### config.mk
export PLATFORM = sky130hd
export DESIGN_NAME = branch_redirect_ctrl
export DESIGN_NICKNAME = d
export VERILOG_FILES = /design/src/rtl/branch_redirect_ctrl_pkg.sv /design/src/rtl/branch_redirect_ctrl.sv
export SDC_FILE = /design/constraint.sdc
export NUM_CORES = 1
export LEC_CHECK = 0
export CAP_MARGIN = 25
export CELL_PAD_IN_SITES_DETAIL_PLACEMENT = 1
export CELL_PAD_IN_SITES_GLOBAL_PLACEMENT = 2
export CORE_MARGIN = 3
export CORE_UTILIZATION = 24
export CTS_BUF_LIST = sky130_fd_sc_hd__clkbuf_2 sky130_fd_sc_hd__clkbuf_4 sky130_fd_sc_hd__clkbuf_8
export DETAILED_ROUTE_END_ITERATION = 12
export PLACE_DENSITY = 0.79
export SYNTH_ARGS = -nofsm -noshare
export SYNTH_HDL_FRONTEND = slang
export SYNTH_SLANG_ARGS = --single-unit
### constraint.sdc
create_clock -name i_clk -period 2.4 [get_ports i_clk]
set_input_delay 0.24 -clock i_clk [delete_from_list [all_inputs] [get_ports i_clk]]
set_output_delay 0.24 -clock i_clk [all_outputs]
set_load 0.02 [all_outputs]
### src/rtl/branch_redirect_ctrl_pkg.sv
// Shared definitions for the front-end redirect sequencer: PC width and FSM encodings.
package branch_redirect_ctrl_pkg;

  localparam int PC_WIDTH = 32;

  localparam logic [1:0] ST_IDLE   = 2'd0;
  localparam logic [1:0] ST_REQ    = 2'd1;
  localparam logic [1:0] ST_SQUASH = 2'd2;

endpackage

### src/rtl/branch_redirect_ctrl.sv
// Redirect sequencer: arbitrates execute/decode branch redirects oldest-first, holds the
// target to fetch until accepted, flushes wrong-path stages and squashes decode redirects.
module branch_redirect_ctrl
  import branch_redirect_ctrl_pkg::*;
#(
  parameter int SQUASH_CYCLES = 2,
  parameter int COUNT_WIDTH   = 16
) (
  input  logic                   i_clk,
  input  logic                   i_rst,
  input  logic                   i_br0_valid,
  input  logic                   i_br0_taken,
  input  logic [PC_WIDTH-1:0]    i_br0_pc,
  input  logic                   i_br1_valid,
  input  logic                   i_br1_taken,
  input  logic [PC_WIDTH-1:0]    i_br1_pc,
  input  logic                   i_ex_change_pc,
  input  logic [PC_WIDTH-1:0]    i_ex_pc,
  input  logic                   i_if_ready,
  output logic                   o_redirect_valid,
  output logic [PC_WIDTH-1:0]    o_redirect_pc,
  output logic                   o_flush_if,
  output logic                   o_flush_id,
  output logic                   o_kill_lane1,
  output logic                   o_busy,
  output logic [COUNT_WIDTH-1:0] o_redirect_count
);

  localparam logic [3:0] SQ_LOAD = 4'(SQUASH_CYCLES);

  logic                   ex_req;
  logic                   d0_req;
  logic                   d1_req;
  logic [1:0]             state_p1;
  logic [PC_WIDTH-1:0]    redirect_pc_p1;
  logic                   flush_if_p1;
  logic                   flush_id_p1;
  logic [COUNT_WIDTH-1:0] count_p1;
  logic [3:0]             sq_cnt_p1;

  // Oldest instruction wins: execute stage, then lane 0, then lane 1.
  function automatic logic [PC_WIDTH-1:0] pick_target(
    input logic                ex,
    input logic                d0,
    input logic [PC_WIDTH-1:0] ex_pc,
    input logic [PC_WIDTH-1:0] d0_pc,
    input logic [PC_WIDTH-1:0] d1_pc
  );
    if (ex)      return ex_pc;
    else if (d0) return d0_pc;
    else         return d1_pc;
  endfunction

  function automatic logic [COUNT_WIDTH-1:0] sat_inc(input logic [COUNT_WIDTH-1:0] c);
    return (&c) ? c : c + COUNT_WIDTH'(1);
  endfunction

  assign ex_req = i_ex_change_pc;
  assign d0_req = i_br0_valid & i_br0_taken;
  assign d1_req = i_br1_valid & i_br1_taken;

  // Decode stage -> redirect register (visible one cycle after sampling)
  always_ff @(posedge i_clk or posedge i_rst) begin
    if (i_rst) begin
      state_p1       <= ST_IDLE;
      redirect_pc_p1 <= '0;
      flush_if_p1    <= 1'b0;
      flush_id_p1    <= 1'b0;
      count_p1       <= '0;
      sq_cnt_p1      <= '0;
    end else begin
      flush_if_p1 <= 1'b0;
      flush_id_p1 <= 1'b0;
      case (state_p1)
        ST_IDLE: begin
          if (ex_req | d0_req | d1_req) begin
            redirect_pc_p1 <= pick_target(ex_req, d0_req, i_ex_pc, i_br0_pc, i_br1_pc);
            flush_if_p1    <= 1'b1;
            flush_id_p1    <= ex_req;
            state_p1       <= ST_REQ;
          end
        end
        ST_REQ: begin
          // A fresh execute redirect supersedes the pending one, even on an accept edge.
          if (ex_req) begin
            redirect_pc_p1 <= i_ex_pc;
            flush_if_p1    <= 1'b1;
            flush_id_p1    <= 1'b1;
          end else if (i_if_ready) begin
            count_p1  <= sat_inc(count_p1);
            sq_cnt_p1 <= SQ_LOAD;
            state_p1  <= ST_SQUASH;
          end
        end
        ST_SQUASH: begin
          if (ex_req) begin
            redirect_pc_p1 <= i_ex_pc;
            flush_if_p1    <= 1'b1;
            flush_id_p1    <= 1'b1;
            sq_cnt_p1      <= '0;
            state_p1       <= ST_REQ;
          end else begin
            sq_cnt_p1 <= sq_cnt_p1 - 4'd1;
            if (sq_cnt_p1 <= 4'd1) state_p1 <= ST_IDLE;
          end
        end
        default: state_p1 <= ST_IDLE;
      endcase
    end
  end

  assign o_redirect_valid = (state_p1 == ST_REQ);
  assign o_redirect_pc    = redirect_pc_p1;
  assign o_flush_if       = flush_if_p1;
  assign o_flush_id       = flush_id_p1;
  assign o_busy           = (state_p1 != ST_IDLE);
  assign o_redirect_count = count_p1;
  assign o_kill_lane1     = d0_req & ~ex_req & (state_p1 == ST_IDLE);

endmodule

# After elaboration in Yosys (flattened, before gate mapping)
# Cells that the tools add are included.
# classes
add_sub_neg,2
bitwise_logic,8
n_reduce_logical,10
muxes,20
eq_ne,7
magnitude_cmp,1
# ops
operator,count
two-way mux 32 bit,4
one-hot mux 32 bit (2 select lines),1
adder 16 x 1 -> 16 bit (second input constant),1
AND reduction 16 bit,1
two-way mux 4 bit,3
two-way mux 2 bit,5
one-hot mux 4 bit (2 select lines),1
AND reduction 4 bit,2
!= test 2 bit (second input constant),3
one-hot mux 2 bit (3 select lines),1
AND reduction 3 bit,2
nonzero test 2 bit,3
AND 1 bit,4
<= comparator 4 x 1 -> 1 bit (second input constant),1
one-hot mux 1 bit (2 select lines),2
subtractor 4 x 1 -> 4 bit (second input constant),1
two-way mux 1 bit,3
!= test 3 bit (second input constant),1
equality test 2 x 1 -> 1 bit (second input constant),1
equality test 2 bit (second input constant),1
logical NOT 2 bit,1
!= test 2 x 1 -> 1 bit (second input constant),1
NOT 1 bit,2
bitwise OR 1 bit,2
OR reduction 2 bit,1
# totals
ff_bits,56
out_inout_bits,53
elab_cells,54

# Depth between registers and ports, before layout
# depth
depth_word,5
depth_mapped,8
mapped_depth_nobuf,6

# Worst setup path after synthesis
# Ideal clock, no wire load.
# synth_timing
path_kind,register to register
from,reg state_p1[1]
to,reg count_p1[14] (netlist: o_redirect_count[14])
arrival_time_ns,1.759
setup_time_ns,0.125
n_path_buf,0
path_stages_with_launch,7
path_slack_ns,0.516
required_time_ns,2.275
path_cell_list,dfrtp_1 > inv_1 > ha_1 > nand3b_4 > nor3_2 > nand4_1 > mux2_2
# synth_between
elab_chain_cells,2
# synth_rtl
element,line,rtl
start: declaration,branch_redirect_ctrl.sv:34,logic [1:0] state_p1;
start signal: assignment,branch_redirect_ctrl.sv:65,state_p1 <= ST_IDLE;
start signal: assignment,branch_redirect_ctrl.sv:80,state_p1 <= ST_REQ;
start signal: assignment,branch_redirect_ctrl.sv:92,state_p1 <= ST_SQUASH;
equality test 2 x 1 -> 1 bit,--,
net o_redirect_valid,branch_redirect_ctrl.sv:20,"output logic o_redirect_valid,"
AND reduction 4 bit (no line),--,
end signal: assignment,branch_redirect_ctrl.sv:90,count_p1 <= sat_inc(count_p1);
end: declaration,branch_redirect_ctrl.sv:38,logic [COUNT_WIDTH-1:0] count_p1;
# The timed path passes the listed nets, and every way through them passes these cells.
# A chain may end at the register's enable or synchronous reset.

# Worst setup path in the final report
# layout_timing
from,reg state_p1[1]
to,out o_redirect_valid
# layout_between
elab_chain_cells,1
# layout_rtl
element,line,rtl
equality test 2 x 1 -> 1 bit,branch_redirect_ctrl.sv:112,assign o_redirect_valid = (state_p1 == ST_REQ);
end: declaration,branch_redirect_ctrl.sv:20,
# No other way between the ends.

==> results_dict.tcl <==
set metrics [dict create \
    powerDensity_nw_per_um2 993 \
    grt_pass1_vias 3221 \
    synth_ff_type "dfrtp_1" \
    clock_path_buffers 2 \
    placed_area_sq_um 4960 \
    initial_core_util_pct 24.8 \
    period_needed_ps 2190 \
    cts_setup_buffers 0 \
    finalHoldViolCount 0 \
    num_vias 2986 \
    cp_max_fo 7 \
    rr_worst_depth 6 \
    clk_latency_ps 320 \
    multi_input_area_sq_um 1650 \
    rows 41 \
    cts_root_buf "clkbuf_8" \
    cts.sinks 56 \
    synth_cell_types 52 \
    ys_ff_latch 56 \
    syn_inst 287 \
    slew_headroom_pct 47.8 \
    cts_hold_buf 0 \
    grt_pass1_wl_mm 17.1 \
    diodes 0 \
    nets 553 \
    syn_nets 399 \
    drv_cap 0 \
    drive_above_1_share_pct 14.5 \
    crit_required_ps 2160 \
    first_pass_iters 4 \
    max_slew.worst_pin.slew_ps 778 \
    grt.total_usage_pct 14.7 \
    drc 0 \
    die_x_microns 121 \
    finalWirelength_mm 10.8 \
    ctsResizeCount 0 \
    syn_area_sq_um 3170 \
    status "complete, no violations" \
    fin_skew_ps 8.99 \
    wl_per_cell_microns 17.6 \
    clk_pin_slew_worst_paths_ps 100 \
    antenna_found_initial 0 \
    hold_path_class "in -> async" \
    postSynthAreaPerCell_sq_um 11.0 \
    place_congestion 0.807 \
    setup_viol_count_final 0 \
    max_freq_mhz 456 \
    die-area_sq_um 14600 \
    start_kind "flip-flop" \
    crit_arrival_ps 1950 \
    rsz0062_at_grt "no" \
    final_max_slew_viol_count 0 \
    ant_nets 0 \
    synth-edff-count 0 \
    r2r-end "o_redirect_count[14]" \
    finalCritPeriodShare_pct 91.4 \
    cts_buffers 5 \
    place_hpwl_mm 8.14 \
    ios 157 \
    power_leakage_nw 2.05 \
    syn2layout_area_growth_pct 60.2 \
    core_sq_um 12800 \
    fin_tns_setup_ps 0 \
    grt_start_max_net_pins 57 \
    path_class "reg -> out" \
    seq_area_frac_synth_pct 44.3 \
    io_buffers 156 \
    cts_tree "yes" \
    drtIter0Drc 90 \
    vdd_drop_max_uv 467 \
    r2r_setup_slack_ps 260 \
    fillerInstances 1411 \
    htree_levels 2 \
    stdcell_area_sq_um 5070 \
    r2r_start "state_p1[1]" \
    vias_per_cell 4.88 \
    layout.area.seq_sq_um 1400 \
    die-height_microns 121 \
    async_reset_ff_share_pct 100 \
    grt_overflow 0 \
    ys_warn_count 0 \
    cp-end-kind "output pin" \
]
==> state kept, by name (all words and copies together) (netlist names) <==
signal and cells:
o_redirect_pc 32, o_flush_if 1, state_p1 2, o_flush_id 1
o_redirect_count 16, sq_cnt_p1 4
==> stage by stage <==
stage	util [%]	hold WS, ps	power, W	worst slack [ps]	cells
after floorplan	-	426	0.00317	516	287
after global placement	38.8	472	0.00439	123	605
after detailed placement	38.8	475	0.00445	132	605
after CTS	39.6	296	0.00508	149	611
after global routing	39.7	318	0.00539	45.3	612
final	39.7	276	0.00503	206	612
==> synthesized netlist by cell type (2+ instances only) <==
master     instances  area share, %
inv_1             10            1.2
a22oi_1           24            5.7
mux2_2            27            9.6
clkbuf_1          10            1.2
xnor2_1            4            1.1
o2bb2ai_1         24            6.6
nand3_1           24            3.8
nor2_1             7           0.83
xor2_1             7            1.9
nor4_4             2            1.3
nand4_1            4           0.79
buf_2              5           0.79
a22o_1             2           0.55
a21oi_1            7            1.1
ha_1               8            3.2
nand2_1           13            1.5
o21ai_0            4           0.63
and3_1             2           0.40
buf_4              2           0.47
dfrtp_1           56             44
o221a_2            8            2.8
nand2b_1           4           0.79
nor3_1             4           0.63
==> layer usage <==
metal	GRT usage [%]	share of wire [%]	up-vias
li1	-	-	1398
met1	18.6	43	1452
met2	24.6	47	125
met3	4.63	8.2	11
met4	3.26	1.2	0
met5	0	0	-
==> worst max-delay path by stage <==
| stage | end | depth (start not counted) | startpoint | slack [ps] |
|---|---|---|---|---|
| floorplan | o_redirect_count[14] | 6 | state_p1[1] | 520 |
| global placement | o_redirect_pc[28] | 5 | i_br0_taken | 120 |
| detailed placement | o_redirect_pc[24] | 5 | i_br0_taken | 130 |
| CTS | o_redirect_pc[9] | 5 | state_p1[0] | 150 |
| global route | o_redirect_count[14] | 6 | state_p1[1] | 50 |
| finish | o_redirect_valid | 3 | state_p1[1] | 210 |
==> layout make-up <==
type                       instances  area share [%]
clock buffer                       5            1.36
timing repair buffer             164            32.9
inverter                          10           0.740
tap                              172            4.24
multi-input combinational        204            32.6
clock inverter                     1           0.592
sequential                        56            27.6
==> cells by family (layout without fill, tap and decap cells) <==
logic type | after synthesis | after routing | share of synthesized area (%)
muxes | 29 | 29 | 10.4
DFF | 56 | 56 | 44.3
buffers and inverters | 27 | 180 | 3.64
and+or+nand+nor | 74 | 74 | 14.5
xor gates and xnor gates | 11 | 11 | 3.04
adders and majority gates | 8 | 8 | 3.16
AOI/OAI and AO/OA | 82 | 82 | 21.0
==> worst max-delay path: stages (launching register included) <==
cell             delay (ps)
dfrtp_1                 430
inv_1                   120
ha_1                    380
clkdlybuf4s50_1         710
==> power by group <==
| group | switching, W | leakage (nW) | total (W) | internal (W) |
|---|---|---|---|---|
| registers | 0.000259 | 0.702 | 0.00157 | 0.00131 |
| clock network | 0.000307 | 0.0501 | 0.000608 | 0.000300 |
| logic | 0.00150 | 1.30 | 0.00286 | 0.00136 |
==> cells in the final DEF (no fill, tap or decap), types with 6 or more instances in the layout <==
master,synthesis,layout
o2bb2ai_1,24,24
inv_1,10,9
a21oi_1,7,7
ha_1,8,8
clkdlybuf4s50_1,0,156
nand3_1,24,24
nor2_1,7,6
a22oi_1,24,24
mux2_2,27,27
nand2_1,13,13
dfrtp_1,56,56
xor2_1,7,7
o221a_2,8,8
No activity file was read; power rests on OpenSTA's default activity.
